### src/rtl/alu_exec.sv
// Registered ALU execute stage: AND/OR/ADD/SUB with a zero flag, buffered by a
// main + skid register pair so in_ready stays a pure register output.
module alu_exec #(
  parameter int XLEN = 32
) (
  input  logic            clk,
  input  logic            rst_n,
  input  logic            in_valid,
  output logic            in_ready,
  input  logic [3:0]      alu_op,
  input  logic [XLEN-1:0] operand_a,
  input  logic [XLEN-1:0] operand_b,
  output logic            out_valid,
  input  logic            out_ready,
  output logic [XLEN-1:0] out_result,
  output logic            out_zero,
  output logic            out_illegal
);

  typedef enum logic [1:0] {
    EMPTY = 2'd0,
    ONE   = 2'd1,
    FULL  = 2'd2
  } state_t;

  state_t state, state_nx;

  logic            accept, pop;
  logic [XLEN-1:0] res_p0;
  logic            ill_p0, zero_p0;
  logic [XLEN-1:0] main_res_p1, skid_res_p1;
  logic            main_zero_p1, skid_zero_p1;
  logic            main_ill_p1, skid_ill_p1;
  logic            load_main, load_skid, move_skid;

  // Returns {illegal, result}; unknown or unsupported codes yield an illegal zero result.
  function automatic logic [XLEN:0] alu_eval(input logic [3:0] op,
                                             input logic [XLEN-1:0] a,
                                             input logic [XLEN-1:0] b);
    logic [XLEN-1:0] one;
    one = {{(XLEN-1){1'b0}}, 1'b1};
    case (op)
      4'b0000: alu_eval = {1'b0, a & b};
      4'b0001: alu_eval = {1'b0, a | b};
      4'b0010: alu_eval = {1'b0, a + b};
      4'b0110: alu_eval = {1'b0, a + ~b + one};
      default: alu_eval = {1'b1, {XLEN{1'b0}}};
    endcase
  endfunction

  // Stage p0: combinational evaluation of the offered operation
  always_comb begin
    {ill_p0, res_p0} = alu_eval(alu_op, operand_a, operand_b);
    zero_p0          = (res_p0 == '0);
  end

  assign accept    = in_valid && in_ready;
  assign pop       = out_valid && out_ready;
  assign load_main = (state == EMPTY && accept) || (state == ONE && accept && pop);
  assign load_skid = (state == ONE) && accept && !pop;
  assign move_skid = (state == FULL) && pop;

  always_ff @(posedge clk or negedge rst_n) begin
    if (!rst_n) begin
      state    <= EMPTY;
      in_ready <= 1'b1;
    end else begin
      state    <= state_nx;
      in_ready <= (state_nx != FULL);
    end
  end

  always_comb begin
    state_nx = state;
    case (state)
      EMPTY:   if (accept) state_nx = ONE;
      ONE: begin
        if (accept && !pop)      state_nx = FULL;
        else if (pop && !accept) state_nx = EMPTY;
      end
      FULL:    if (pop) state_nx = ONE;
      default: state_nx = EMPTY;
    endcase
  end

  // Stage p1: main/skid entry storage
  always_ff @(posedge clk or negedge rst_n) begin
    if (!rst_n) begin
      main_res_p1  <= '0;
      main_zero_p1 <= 1'b0;
      main_ill_p1  <= 1'b0;
      skid_res_p1  <= '0;
      skid_zero_p1 <= 1'b0;
      skid_ill_p1  <= 1'b0;
    end else begin
      if (load_main) begin
        main_res_p1  <= res_p0;
        main_zero_p1 <= zero_p0;
        main_ill_p1  <= ill_p0;
      end else if (move_skid) begin
        main_res_p1  <= skid_res_p1;
        main_zero_p1 <= skid_zero_p1;
        main_ill_p1  <= skid_ill_p1;
      end
      if (load_skid) begin
        skid_res_p1  <= res_p0;
        skid_zero_p1 <= zero_p0;
        skid_ill_p1  <= ill_p0;
      end
    end
  end

  always_comb begin
    out_valid   = (state != EMPTY);
    out_result  = main_res_p1;
    out_zero    = main_zero_p1;
    out_illegal = main_ill_p1;
  end

endmodule

### config.mk
export PLATFORM = sky130hd
export DESIGN_NAME = alu_exec
export DESIGN_NICKNAME = d
export VERILOG_FILES = /design/src/rtl/alu_exec.sv
export SDC_FILE = /design/constraint.sdc
export NUM_CORES = 1
export LEC_CHECK = 0
export ABC_CLOCK_PERIOD_IN_PS = 2900
export CORE_MARGIN = 5
export CORE_UTILIZATION = 38
export DETAILED_ROUTE_END_ITERATION = 10
export HOLD_SLACK_MARGIN = 0.12
export PLACE_DENSITY = 0.65
export SLEW_MARGIN = 10
export SYNTH_ARGS = -nofsm -noshare
export SYNTH_HDL_FRONTEND = slang
export SYNTH_SLANG_ARGS = --single-unit
### constraint.sdc
create_clock -name clk -period 2.9 [get_ports clk]
set_clock_uncertainty 0.2 [all_clocks]
set_input_delay 0.725 -clock clk [delete_from_list [all_inputs] [get_ports clk]]
set_output_delay 0.725 -clock clk [all_outputs]
set_load 0.1 [all_outputs]
### Word-level counts from Yosys, hierarchy flattened

Index checks and enable logic that the tools add are counted.

* word-level logic and storage cells: 49
* output and inout bits: 36
* flip-flop bits (word level): 71

* equal/unequal tests: 6
* add/subtract/negate cells: 3
* bitwise operators: 3
* multiplexer cells: 12
* reductions and logical operators: 17

Operators by type and width (number)
* $pmux 33 s4: 1
* $add 32x32->32: 2
* $mux 32: 2
* $add 32x1->32 const B: 1
* $and 32x32->32: 1
* $logic_not 32->1: 1
* $not 32->32: 1
* $or 32x32->32: 1
* $logic_and 1x1->1: 9
* $mux 2: 4
* $pmux 2 s3: 1
* $eq 4x1->1 const B: 1
* $eq 4x2->1 const B: 1
* $eq 4x3->1 const B: 1
* $logic_not 4->1: 1
* $mux 1: 4
* $reduce_bool 2->1: 2
* $eq 2x1->1 const B: 1
* $eq 2x2->1 const B: 1
* $logic_not 1->1: 2
* $logic_not 2->1: 1
* $ne 2x2->1 const B: 1
* $logic_or 1x1->1: 1

### Longest topological paths before layout

Gate-level depths: netlist (run 1).

* depth in word-level cells: 7
* mapped depth: 15

### Worst setup path before layout (run 1)

Ideal clock, no wire load.

* kind: input port to flip-flop
* from: input operand_a[0]
* to: register skid_zero_p1
* data required time: 2.599 ns
* arrival time: 3.855 ns
* setup slack: -1.255 ns
* stages: 15
* path through: inv_1 > ha_1 > inv_1 > fa_1 > nor2b_1 > o311a_1 > o21ai_1 > a21oi_1 > a211oi_2 > inv_1 > or4_1 > or4b_1 > nor4_1 > nand4_1 > o32ai_1

* cells in the longest elaborated chain, start to end: 4
* elaborated cells on any way between the ends: 7

RTL lines
* start, declared: RTL line 11 `input logic [XLEN-1:0] operand_a,`
* $add 32x32->32: RTL line 46 `4'b0110: alu_eval = {1'b0, a + ~b + one};`
* $add 32x1->32: RTL line 46
* $pmux 33 s4 (*): RTL line 42 `case (op)`
* $logic_not 32->1 (*): RTL line 54 `zero_p0 = (res_p0 == '0);`
* end signal, assigned: RTL line 107 `skid_zero_p1 <= zero_p0;`
* end, declared: RTL line 32 `logic main_zero_p1, skid_zero_p1;`

Mark *: on every way between the ends. The rest lies on a longest branch, timed or not.
A chain may end at the register's enable or synchronous reset.

### Final worst setup path (run 1)

* from: input operand_b[1]
* to: register main_zero_p1 (netlist: out_zero)

* cells in the longest elaborated chain, start to end: 6
* elaborated cells on any way between the ends: 9

RTL lines
* start, declared: RTL line 12 `input logic [XLEN-1:0] operand_b,`
* $not 32->32: RTL line 46
* $add 32x32->32: RTL line 46
* $add 32x1->32: RTL line 46
* $pmux 33 s4 (*): RTL line 42
* $logic_not 32->1 (*): RTL line 54
* $mux 1 (*): RTL line 96 `if (load_main) begin`
* end signal, assigned: RTL line 98 `main_zero_p1 <= zero_p0;`
* end signal, assigned: RTL line 102 `main_zero_p1 <= skid_zero_p1;`
* end, declared: RTL line 32

Marks and branches as above.

==> summary.md, run 1 <==
| Metric | Value |
|---|---|
| Final-report hold violation count | 0 |
| First-pass GRT wire length | 48140 um |
| Critical path's slowest cell | or4_4 |
| Pint | 4.163 mW |
| Setup slack after layout | -1.413 ns |
| Core area | 20890 um^2 |
| Vias/cell | 5.409 |
| Critical path arrival | 4.34 ns |
| CP Capture Type | flop |
| Die Y | 155.2 um |
| Post-synth ARST share | 1.000 |
| CTS tree | yes |
| Combinational share of power | 0.642 |
| Clock Sinks | 71 |
| Worst path bufs/invs | 3 |
| Required time of the critical path | 2.93 ns |
| Cells taking the most area after synthesis | dfrtp_1, ha_1, a21oi_1 |
| Synth cell count leaders | a21oi_1, nor2_1, inv_1 |
| Crit Path Class | input port to flop |
| Seq/Total Area, Yosys | 0.2220 |
| Period utilization | 1.487 |
| Slowest Stage Delay on Critical Path | 0.47 ns |
| Syn Nets | 1243 |
| Failing checks | negative setup slack |
| Die ar. | 24080 um^2 |
| DP HPWL | 23320 um |
| Die Wd | 155.2 um |
| Initial Utilization | 0.3833 |
| Fmax | 231.8 MHz |
| Drt pass-1 iters | 5 |
| Post-route ant nets | 0 |
| DRC Markers | 0 |
| DR iter-0 viols | 602 |
| Slew Limit Fails | 0 |
| TNS Setup | -28.73 ns |
| Syn_area_per_cell | 7.491 um^2 |
| Ys Warns | 0 |
| Initial antenna violation count | 0 |
| Max cap viols | 0 |
| Max_slew headroom | 0.6007 |
| P&R area growth vs syn | 77.77% |
| Hold Path Class | input port to async pin |
| Post-Syn Area | 8008 um^2 |
| Tot Pwr | 8.183 mW |
| CP Max Fanout | 4 |
| Share of cells above drive strength 1 | 0.5042 |
| Lkg Pwr | 6.553 nW |
| Sequential share of power | 0.210 |
| Synthesized flop and latch total | 71 |
| Cell Chain, Critical Path | buf_8 > clkinvlp_4 > ha_4 > o21ba_4 > or4_4 > buf_6 > a21oi_4 > a211oi_2 > a211o_1 > nor4_2 > o21bai_1 > a32o_2 > nor4bb_2 > nand4_1 > o41ai_2 |
| Diode count | 0 |
| Crit-path leading delay family | compound AO/OA/AOI/OAI gates |
| Vias in the first global route | 9683 |
| Count leader, synth | a21oi_1 |
| Avg WL per Cell | 17.09 um |
| Setup WS pre-CTS | -2.124 ns |
| Endpoints failing setup | 48 |
| Post-synth top area share | 0.2188 |
| Fin util | 0.6815 |
| Clk Latency, worst-skew pair | 0.33 ns |
| Worst-margin pin slew | 0.5938 ns |
| Switching share of power | 0.4912 |
| Main flop type after synthesis | dfrtp_1 |
| I/O Buffers | 107 |
| Power per cell area | 574.8 nW/um^2 |
| Switching power | 4.019 mW |
| CP Launch Type | input port |
| Yosys top cell by area | dfrtp_1 |
| DR vias | 9780 |
| Gate Count Post-Synth | 1069 |
| Gr usage total | 0.2417 |
| Number of synthesized flops with an enable pin | 0 |
| Clock power frac | 0.148 |
| Routed Wire Length | 30900 um |
| Num CTS Buffers | 9 |
| Worst r2r dst | skid_res_p1[13] |
| Max clock buf depth | 2 |
| RR Startpoint | in_ready |
| Netlist cell types | 77 |
| Num ports | 108 |
| Crit path time final | 4.313 ns |
| H-tree Lvls | 3 |
| Clk slew on worst S/H paths | 0.05 ns |
| Row count | 53 |
| Clk root buf | clkbuf_16 |
| Grt total ovfl | 0 |
| Final Wtd Congestion | 0.9738 |
| Largest net degree at the start of global routing | 43 |
| RSZ-0062 raised after global routing | true |
| VDD IR max | 0.0004435 V |
| Status | complete, but fails checks |
| Nets | 1702 |
| R2R cell count | 5 |
| Reg-to-reg slack, setup | 0.83 ns |
-- cells in the final DEF (no fill, tap or decap), types with 13 or more instances in the layout --
cell,Yosys,layout
mux2i_1,26,24
inv_1,105,62
buf_6,0,47
o21ai_1,3,35
dfrtp_1,70,70
ha_4,0,28
clkdlybuf4s50_1,0,27
nor2_1,110,89
a21oi_2,3,46
o31ai_1,18,13
buf_4,2,391
o21ai_0,77,34
nor2_4,0,13
nand2_1,100,93
a211oi_1,19,14
ha_1,100,69
a21oi_1,128,76
nor3_1,18,13
inv_2,0,37
-- layout make-up --
cell class	instances	area, um^2
Multi-Input combinational cell	832	7179
Fill cell	1672	6654
Timing Repair Buffer	509	4178
Sequential cell	71	1778
Inverter	105	420.4
Tap cell	275	344.1
Clock buffer	13	270.3
Clock inverter	3	65.06
-- layer usage --
metal  GRT usage  vias up  part of all wire
met5           0        -                 0
met4     0.07527        0             0.023
met3     0.03477       60             0.058
met2      0.3877      328              0.47
met1      0.3368     4672              0.45
li1            -     4720                 -
-- registers in the layout, summed over array words and instances (netlist names) --
register and flops:
state 2, in_ready 1, out_zero 1, out_illegal 1, skid_zero_p1 1, skid_res_p1 32
out_result 32, skid_ill_p1 1
-- power groups by stage --
stage | clock network [mW] | logic (mW) | registers, mW
6_report | 1.21 | 5.25 | 1.72
5_1_grt | 1.27 | 5.54 | 1.78
4_1_cts | 1.23 | 4.97 | 1.70
3_5_place_dp | 0 | 4.58 | 1.70
3_3_place_gp | 0 | 4.52 | 1.67
2_1_floorplan | 0 | 1.54 | 3.17
-- how the worst max path moves through the flow --
stage                 startpoint        to  depth (start not counted)  slack [ns]
global placement    operand_b[0]  out_zero                         15       -1.96
global route        operand_a[0]  out_zero                         16       -1.48
floorplan           operand_b[1]  out_zero                         13       -1.09
detailed placement  operand_b[0]  out_zero                         15       -2.12
finish              operand_b[1]  out_zero                         15       -1.41
CTS                 operand_a[0]  out_zero                         17       -1.35
-- timing repair --
| item | 4_1_cts | 5_1_grt |
|---|---|---|
| hold buffers | 0 | 0 |
| pin swaps | 112 | 93 |
| gates resized for setup | 353 | 141 |
| setup buffers | 59 | 19 |
| endpoints found under the setup margin | 58 | 57 |
-- cell families (layout without fill, tap and decap cells) --
group | count (synthesis) | in the layout | share of synthesized area
flops | 71 | 71 | 0.2220
buf+inv | 166 | 630 | 0.08063
compound gates | 363 | 363 | 0.2886
xor+xnor | 19 | 19 | 0.02078
simple gates | 307 | 307 | 0.1731
fa+ha+maj | 102 | 102 | 0.1613
mux | 41 | 41 | 0.05359
-- metrics by stage --
| step | instance area (um^2) | cells | hold slack (ns) |
|---|---|---|---|
| 6_report | 14230 | 1808 | 0.1923 |
| 3_3_place_gp | 12010 | 1737 | 0.2648 |
| 5_1_grt | 14230 | 1808 | 0.2355 |
| 4_1_cts | 13690 | 1803 | 0.2043 |
| 2_1_floorplan | 8312 | 1069 | 0.2294 |
| 3_5_place_dp | 12010 | 1737 | 0.2722 |
(Power assumes the default switching activity.)
==> run 2: changes to the inputs <==
- CORE_ASPECT_RATIO: not set -> 2
- GPL_TIMING_DRIVEN: not set -> 0
==> summary.md, run 2 (synthesis results as in run 1) <==
| Metric | Value |
|---|---|
| Die Y | 215.3 um |
| Worst r2r dst | out_result[27] |
| Core area | 20930 um^2 |
| Final-report hold violation count | 0 |
| Clk root buf | clkbuf_16 |
| Initial antenna violation count | 0 |
| CP Capture Type | flop |
| Most used cell, CP | buf_6 |
| Clk Latency, worst-skew pair | 0.34 ns |
| Critical path arrival | 4.21 ns |
| DR iter-0 viols | 545 |
| Power per cell area | 617.7 nW/um^2 |
| Max cap viols | 0 |
| Uppermost layer routed | met4 |
| Failing checks | negative setup slack |
| Met2 Wirelength | 17530 um |
| Clk slew on worst S/H paths | 0.06 ns |
| Routed Wire Length | 32510 um |
| CP startpoint | operand_a[5] |
| Most common cell after layout, fill and taps aside | nand2_1 |
| Reg-to-reg slack, setup | 0.34 ns |
| Max clock buf depth | 2 |
| Gr usage total | 0.2588 |
| Post-DP Area | 9744 um^2 |
| Die ar. | 24250 um^2 |
| Clock Sinks | 71 |
| Setup WS pre-CTS | -2.859 ns |
| Cell Chain, Critical Path | clkdlybuf4s15_2 > inv_2 > ha_4 > buf_6 > nor2_4 > o311ai_4 > buf_6 > a211oi_4 > o211ai_1 > a311oi_2 > buf_4 > o22ai_2 > xnor2_1 > o2111ai_2 > nor2_1 > nand4_1 > o32ai_2 |
| Row count | 75 |
| Diode count | 0 |
| Wl on met1 | 10650 um |
| Die Wd | 112.6 um |
| Drt pass-1 iters | 5 |
| Setup slack after layout | -1.259 ns |
| WL met3 | 1294 um |
| RR Startpoint | in_ready |
| Design area | 12250 um^2 |
| Endpoints failing setup | 47 |
| Required time of the critical path | 2.95 ns |
| DR vias | 9084 |
| Hold Path Class | flop to flop |
| Num ports | 108 |
| Commonest non-fill, non-tap cells in the layout | nand2_1, nor2_1, buf_4 |
| Post-route ant nets | 0 |
| Worst-margin pin slew | 0.9849 ns |
| Final Wtd Congestion | 0.9560 |
| CTS tree | yes |
| Nets | 1452 |
| Max_slew headroom | 0.3413 |
| Num CTS Buffers | 9 |
| Critical path's slowest cell | a211oi_4 |
| First-pass GRT wire length | 49360 um |
| Fmax | 240.5 MHz |
| Fin util | 0.5855 |
| Status | complete, but fails checks |
| Avg WL per Cell | 20.94 um |
| Share of cells above drive strength 1 | 0.3648 |
| Period utilization | 1.434 |
| H-tree Lvls | 3 |
| Tot Pwr | 7.568 mW |
| CP Max Fanout | 5 |
| Slowest Stage Delay on Critical Path | 0.45 ns |
| Hold Crit Depth | 2 |
| Slew Limit Fails | 0 |
| Initial Utilization | 0.3827 |
| Largest net degree at the start of global routing | 65 |
| Lkg Pwr | 5.219 nW |
| I/O Buffers | 107 |
| Vias in the first global route | 9422 |
| CP Launch Type | input port |
| Crit Path Class | input port to flop |
| P&R area growth vs syn | 53.00% |
| Grt total ovfl | 0 |
| Vias/cell | 5.853 |
| DRC Markers | 0 |
| R2R cell count | 9 |
| VDD IR max | 0.0007206 V |
| CP endpoint | skid_zero_p1 |
| Crit path time final | 4.159 ns |
| DP HPWL | 24800 um |
| RSZ-0062 raised after global routing | true |
## run 2: how the worst min path moves through the flow
stage / startpoint / end
after floorplan: rst_n / out_illegal
after global placement: out_result[7] / out_result[7]
after detailed placement: out_result[7] / out_result[7]
after CTS: out_result[7] / out_result[7]
after global routing: out_illegal / out_illegal
final: out_result[7] / out_result[7]
## run 2: through the flow
stage | setup TNS [ns] | cells | hold WS, ns
finish | -25.28 | 1552 | 0.2712
global route | -30.09 | 1552 | 0.3113
CTS | -21.84 | 1525 | 0.2824
detailed placement | -91.71 | 1446 | 0.2707
global placement | -198.96 | 1445 | 0.2610
floorplan | -12.71 | 1069 | 0.2294
## run 2: power by group
part	leakage [nW]	internal (mW)	switching, mW
registers	0.887	1.44	0.254
clock network	0.132	0.600	0.421
logic	4.20	1.57	3.29
## run 2: final cells by class
cell class,instances,area (um^2)
clock buffers,11,242.7
flip-flops and latches,71,1778
fillers,1907,8675
multi-input cells,832,7163
repair buffers,203,1780
well taps,269,336.6
inverters,105,410.4
clock inverters,5,33.78
plain buffers,56,506.7
## run 2: timing repair
action                                  in CTS  in global routing
hold buffers                                 1                  0
cloned                                       1                  0
pin swaps                                   79                 57
hold endpoints to repair                     7                  0
setup buffers                               67                 31
endpoints found under the setup margin      66                 66
gates resized for setup                    391                120
## run 2: critical path, delay by kind of cell
| kind | cells | cell delay (ns) |
|---|---|---|
| compound gates | 7 | 1.83 |
| fa+ha+maj | 1 | 0.25 |
| xor+xnor | 1 | 0.21 |
| buf+inv | 5 | 0.72 |
| simple gates | 3 | 0.46 |
## run 2: per-layer routing
layer,GRT usage,vias to the layer above
met5,0,-
met4,0.1998,0
met3,0.02927,181
met2,0.4921,377
met1,0.2427,4316
li1,-,4210
